==> src/rtl/uart_tx_shift_register.sv <==
// Parallel-in/serial-out UART transmit stage: validates a framed word, then
// paces it out LSB-first on tx at one bit per CLK_PER_BIT clocks.
module uart_tx_shift_register #(
  parameter int FRAME_W     = 10,
  parameter int CLK_PER_BIT = 16
) (
  input  logic               clk,
  input  logic               rst,
  input  logic [FRAME_W-1:0] in_sr,
  input  logic               load,
  output logic               ready,
  output logic               tx,
  output logic               busy,
  output logic               done,
  output logic               frame_err
);

  localparam int BAUD_W = $clog2(CLK_PER_BIT);
  localparam int BIT_W  = $clog2(FRAME_W);

  localparam logic [BAUD_W-1:0] BAUD_LAST = BAUD_W'(CLK_PER_BIT - 1);
  localparam logic [BIT_W-1:0]  BIT_LAST  = BIT_W'(FRAME_W - 1);

  typedef enum logic {
    IDLE  = 1'b0,
    SHIFT = 1'b1
  } state_t;

  state_t              state_q, state_d;
  logic [FRAME_W-1:0]  shift_q, shift_d;
  logic [BAUD_W-1:0]   baud_cnt_q, baud_cnt_d;
  logic [BIT_W-1:0]    bit_cnt_q, bit_cnt_d;
  logic                tx_q, tx_d;
  logic                ready_q, ready_d;
  logic                busy_q, busy_d;
  logic                done_q, done_d;
  logic                frame_err_q, frame_err_d;

  logic frame_ok;
  assign frame_ok = (in_sr[0] == 1'b0) && (in_sr[FRAME_W-1] == 1'b1);

  always_comb begin
    // NOTE: every _d gets a default first so no path through the case infers a latch.
    state_d     = state_q;
    shift_d     = shift_q;
    baud_cnt_d  = baud_cnt_q;
    bit_cnt_d   = bit_cnt_q;
    done_d      = 1'b0;
    frame_err_d = 1'b0;

    unique case (state_q)
      IDLE: begin
        if (load) begin
          if (frame_ok) begin
            shift_d    = in_sr;
            baud_cnt_d = '0;
            bit_cnt_d  = '0;
            state_d    = SHIFT;
          end else begin
            frame_err_d = 1'b1;
          end
        end
      end
      SHIFT: begin
        if (baud_cnt_q == BAUD_LAST) begin
          baud_cnt_d = '0;
          if (bit_cnt_q == BIT_LAST) begin
            state_d = IDLE;
            done_d  = 1'b1;
          end else begin
            // Refill with mark so an over-shifted register still idles high.
            shift_d   = {1'b1, shift_q[FRAME_W-1:1]};
            bit_cnt_d = bit_cnt_q + BIT_W'(1);
          end
        end else begin
          baud_cnt_d = baud_cnt_q + BAUD_W'(1);
        end
      end
      default: state_d = IDLE;
    endcase

    // Outputs are computed from next state so the flops present them aligned with it.
    tx_d    = (state_d == SHIFT) ? shift_d[0] : 1'b1;
    ready_d = (state_d == IDLE);
    busy_d  = (state_d == SHIFT);
  end

  // NOTE: sequential state uses non-blocking assignments only, so every flop samples pre-edge values.
  always_ff @(posedge clk or posedge rst) begin
    if (rst) begin
      state_q     <= IDLE;
      shift_q     <= '1;
      baud_cnt_q  <= '0;
      bit_cnt_q   <= '0;
      tx_q        <= 1'b1;
      ready_q     <= 1'b1;
      busy_q      <= 1'b0;
      done_q      <= 1'b0;
      frame_err_q <= 1'b0;
    end else begin
      state_q     <= state_d;
      shift_q     <= shift_d;
      baud_cnt_q  <= baud_cnt_d;
      bit_cnt_q   <= bit_cnt_d;
      tx_q        <= tx_d;
      ready_q     <= ready_d;
      busy_q      <= busy_d;
      done_q      <= done_d;
      frame_err_q <= frame_err_d;
    end
  end

  assign tx        = tx_q;
  assign ready     = ready_q;
  assign busy      = busy_q;
  assign done      = done_q;
  assign frame_err = frame_err_q;

endmodule

==> config.mk <==
export PLATFORM = sky130hd
export DESIGN_NAME = uart_tx_shift_register
export DESIGN_NICKNAME = d
export VERILOG_FILES = /design/src/rtl/uart_tx_shift_register.sv
export SDC_FILE = /design/constraint.sdc
export NUM_CORES = 1
export LEC_CHECK = 0
export ABC_AREA = 1
export ABC_CLOCK_PERIOD_IN_PS = 1400
export CAP_MARGIN = 20
export CORE_MARGIN = 1
export CORE_UTILIZATION = 50
export CTS_CLUSTER_SIZE = 8
export DETAILED_ROUTE_END_ITERATION = 7
export PLACE_DENSITY_LB_ADDON = 0.1
export SLEW_MARGIN = 15
export SYNTH_ARGS = -nofsm -noshare
export SYNTH_HDL_FRONTEND = slang
export SYNTH_SLANG_ARGS = --single-unit
==> constraint.sdc <==
create_clock -name clk -period 1.4 [get_ports clk]
set_input_delay 0.35 -clock clk [delete_from_list [all_inputs] [get_ports clk]]
set_output_delay 0.35 -clock clk [all_outputs]
set_load 0.005 [all_outputs]
==> flow_results.org <==
** Die
- During I/O placement, the number of pins put on the boundary was 18.
- Site Rows :: 17
- For this configuration, the core starts out at a cell density of 53.3%.
- Horizontal die dimension :: slightly above 50 µm
- The die covers approximately 2600 µm².
- The region available for standard cell placement spans between 2000 and 2500 µm².
- The floorplan step set the die height to between 50 and 60 µm.

** Status
- Result of the run :: finished, final reports clean

** Power
- Of the total power, the clock network draws approximately an eighth.
- Of the total power, registers draw about half.
- Int Power :: between 1.5 and 2 mW
- The worst-case IR drop observed on VDD is between 1000 and 1500 µV.
- Switching part of the total :: between 30% and 40%
- Lkg Pwr :: 0.734 nW
- The share of total power dissipated in combinational logic is approximately two fifths.
- P per Cell Area :: 1630 nW/µm²
- Switch Pwr :: slightly below 0.9 mW

** Yosys
- Counting flops and latches in the post-synthesis netlist gives 23.
- The share of synthesized area in the top cell type comes to 26.5%.
- Syn Nets :: about 150
- For this run, the leading register cell type out of synthesis is sky130_fd_sc_hd__dfstp_2.
- In the post-synthesis netlist, the biggest area contributors are sky130_fd_sc_hd__dfstp_2, sky130_fd_sc_hd__dfrtp_1, sky130_fd_sc_hd__nand3_1, sky130_fd_sc_hd__nand2_1, sky130_fd_sc_hd__inv_1.
- Counting instances in the post-synthesis netlist gives the leading cell types as sky130_fd_sc_hd__nand3_1, sky130_fd_sc_hd__nand2_1, sky130_fd_sc_hd__inv_1, sky130_fd_sc_hd__dfstp_2, sky130_fd_sc_hd__dfrtp_1.
- Sequential share of the synthesized area :: between 40% and 50%
- Each instance of the synthesized netlist takes up on average about 9 µm².
- The cell area that synthesis handed to floorplanning was between 1000 and 1500 µm².
- Counting every instance in the synthesized netlist gives 131.
- Most repeated cell in the gate-level netlist after synthesis :: sky130_fd_sc_hd__nand3_1
- After synthesis, the share of flip-flops with an asynchronous set or reset is 100%.
- Number of distinct standard cells referenced by the synthesized netlist :: 24
- Cell type with the largest total area after synthesis :: sky130_fd_sc_hd__dfstp_2
- Post-synth EDFFs :: 0
- During synthesis, Yosys emitted a total of 0 warnings.

** Detailed routing
- After detailed routing, the average wire length per cell comes to about 12 µm.
- DR iter-0 viols :: 17
- Antenna Violating Nets Remaining :: 0
- In the routed layout, each cell is associated on average with a via count of 5.02.
- Detailed routing inserted a total of about 960 vias.
- Residual DRC count :: 0
- The final layout contains routed wiring with a total length of approximately 2300 µm.
- Before antenna repair, the detailed router went through 4 iterations.

** Clocking
- Clock latency on the worst-skew pair, taken at its later pin, is around 300 ps.
- Clock-pin slew of the registers on the worst-case setup and hold paths :: 120 ps
- The root buffer cell chosen for the clock tree is sky130_fd_sc_hd__clkbuf_4.
- Num CTS Buffers :: 3
- TritonCTS built the clock tree.
- Deepest clock path buffer count :: 2
- CTS H-tree depth :: 1
- The clock drives 23 sinks.

** Placed design
- After legalization and detailed placement, the total HPWL measured roughly 1800 µm.
- Gpl congestion :: between 0.7 and 0.8
- During placement, the flow inserted port buffers numbering 17.

** Timing
- RSZ-0062 raised after global routing :: false
- For the final database, setup skew stands at roughly 2.5 ps.
- The count of final hold-check violations was 0.
- Worst hold margin :: between 300 and 400 ps
- The max-slew violation count is 0.
- Setup violations remaining at the end of the flow were counted as 0.
- Slew @ Worst Pin :: between 150 and 200 ps
- Slew margin rel. :: 88.1%
- Based on the critical path, the design can be clocked at up to roughly 750 MHz.
- The worst path uses 95.2% of the clock period.
- The clock period could shrink to between 1000 and 1500 ps.

** Layout
- Layout overhead on the synthesized area :: 27.4%
- Final net count :: 180
- The post-route netlist has slightly below 30% of its cells at a drive strength greater than 1.
- The repair_antennas step left the layout with diodes totalling 0.
- Cells fill 68.0% of the core in the end.
- The layout has approximately 180 filler cells.

** Critical path
- Data arrives at the worst endpoint at roughly 1600 ps.
- Startpoint type of the worst setup path :: flop
- Worst Path Required :: 1640 ps
- WS Path Type :: reg -> reg
- Worst-case reg-to-reg path depth :: 7
- STA classifies the critical path endpoint as a flop.
- Of all nets on the critical path, the largest fanout is 9.

** GRT
- Pin count of the biggest net entering global routing :: 24
- Wire length of the first global-routing pass :: slightly above 4000 µm
- Global routing finished with a remaining overflow of 0.
- Global routing used approximately a fifth of the available tracks.
- Vias in the first global route :: ~1,000
- The number of antenna violations at the first check in global routing was 0.

** Flow run
- Max-cap violations in this run came to 0.

** Hold path
- In this run the worst hold path is classified as in -> async.
-- cell families (layout without fill, tap and decap cells) --
group	count (synthesis)	in the layout	share of synthesized area (%)
flops	23	23	49.6
simple gates	77	77	34.0
buf+inv	20	52	8.61
fa+ha+maj	3	3	3.15
xor+xnor	2	2	1.47
compound gates	6	6	3.15
-- metrics by stage --
| step | setup slack, ps | instance area, µm² | instances | setup TNS [ps] | power, mW |
|---|---|---|---|---|---|
| 2_1_floorplan | 137 | 1190 | 131 | 0 | 1.86 |
| 3_3_place_gp | -143 | 1470 | 185 | -1770 | 2.10 |
| 3_5_place_dp | -181 | 1470 | 185 | -2170 | 2.17 |
| 4_1_cts | 11.3 | 1510 | 191 | 0 | 2.48 |
| 5_1_grt | 8.52 | 1520 | 191 | 0 | 2.70 |
| 6_report | 67.2 | 1520 | 191 | 0 | 2.47 |
-- sequential cells by signal, summed over array words and instances, names as in the netlist --
register    count
shift_q        10
baud_cnt_q      4
bit_cnt_q       4
busy            1
done            1
frame_err       1
ready           1
tx              1
-- metal layers --
layer	track usage, %	wire [µm]	vias up
li1	-	-	491
met1	23.2	957	454
met2	41.6	1220	12
met3	2.68	49	2
met4	8.33	26	0
met5	0	0	-
-- critical path: stages (launching register included) --
cell	delay, ps
sky130_fd_sc_hd__dfrtp_1	390
sky130_fd_sc_hd__buf_4	140
sky130_fd_sc_hd__buf_4	150
sky130_fd_sc_hd__nand2_4	100
sky130_fd_sc_hd__nor2_8	50
sky130_fd_sc_hd__nand2_8	100
sky130_fd_sc_hd__nand2_2	80
sky130_fd_sc_hd__or2_2	270
-- power groups by stage --
stage	Combinational (mW)	Sequential, mW	Clock [mW]
CTS	0.964	1.21	0.313
detailed placement	0.938	1.23	0
global placement	0.887	1.21	0
finish	0.971	1.21	0.297
floorplan	0.657	1.21	0
global route	1.10	1.25	0.348
-- worst paths after layout --
check                      startpoint       endpoint  slack [ps]
min in group clk           shift_q[0]     shift_q[0]         480
max                              busy     shift_q[9]          70
max reg2reg                      busy     shift_q[9]          70
min                               rst  baud_cnt_q[2]         360
min reg2reg                shift_q[0]     shift_q[0]         480
max in group asynchronous         rst     shift_q[5]         820
-- final cells by class --
type                            instances  area, µm²  share of cell area (%)
Tap cell                               28       35.0                    2.31
Timing Repair Buffer                   33        289                    19.0
Sequential cell                        23        591                    38.9
Clock inverter                          1       5.00                   0.330
Multi-Input combinational cell         88        519                    34.2
Clock buffer                            3       22.5                    1.48
Inverter                               15       56.3                    3.71
-- cell usage in the layout, fill, tap and decap left out, drive strengths merged, types with 2 or more instances in the layout --
cell / instances
dfstp: 12
xnor2: 2
nand2: 26
dfrtp: 11
clkdlybuf4s50: 12
o21ai: 5
ha: 3
clkbuf: 5
buf: 16
inv: 15
nor2: 7
dlygate4sd2: 3
nand3: 40
-- repair_timing --
item                                   CTS  global route
hold buffers                             0             0
resized for setup                        8             5
setup buffers                            2             0
pin swaps                                0             1
endpoints found under the hold margin    0             0
setup endpoints to repair                6             3
No activity file was read; power rests on OpenSTA's default activity.
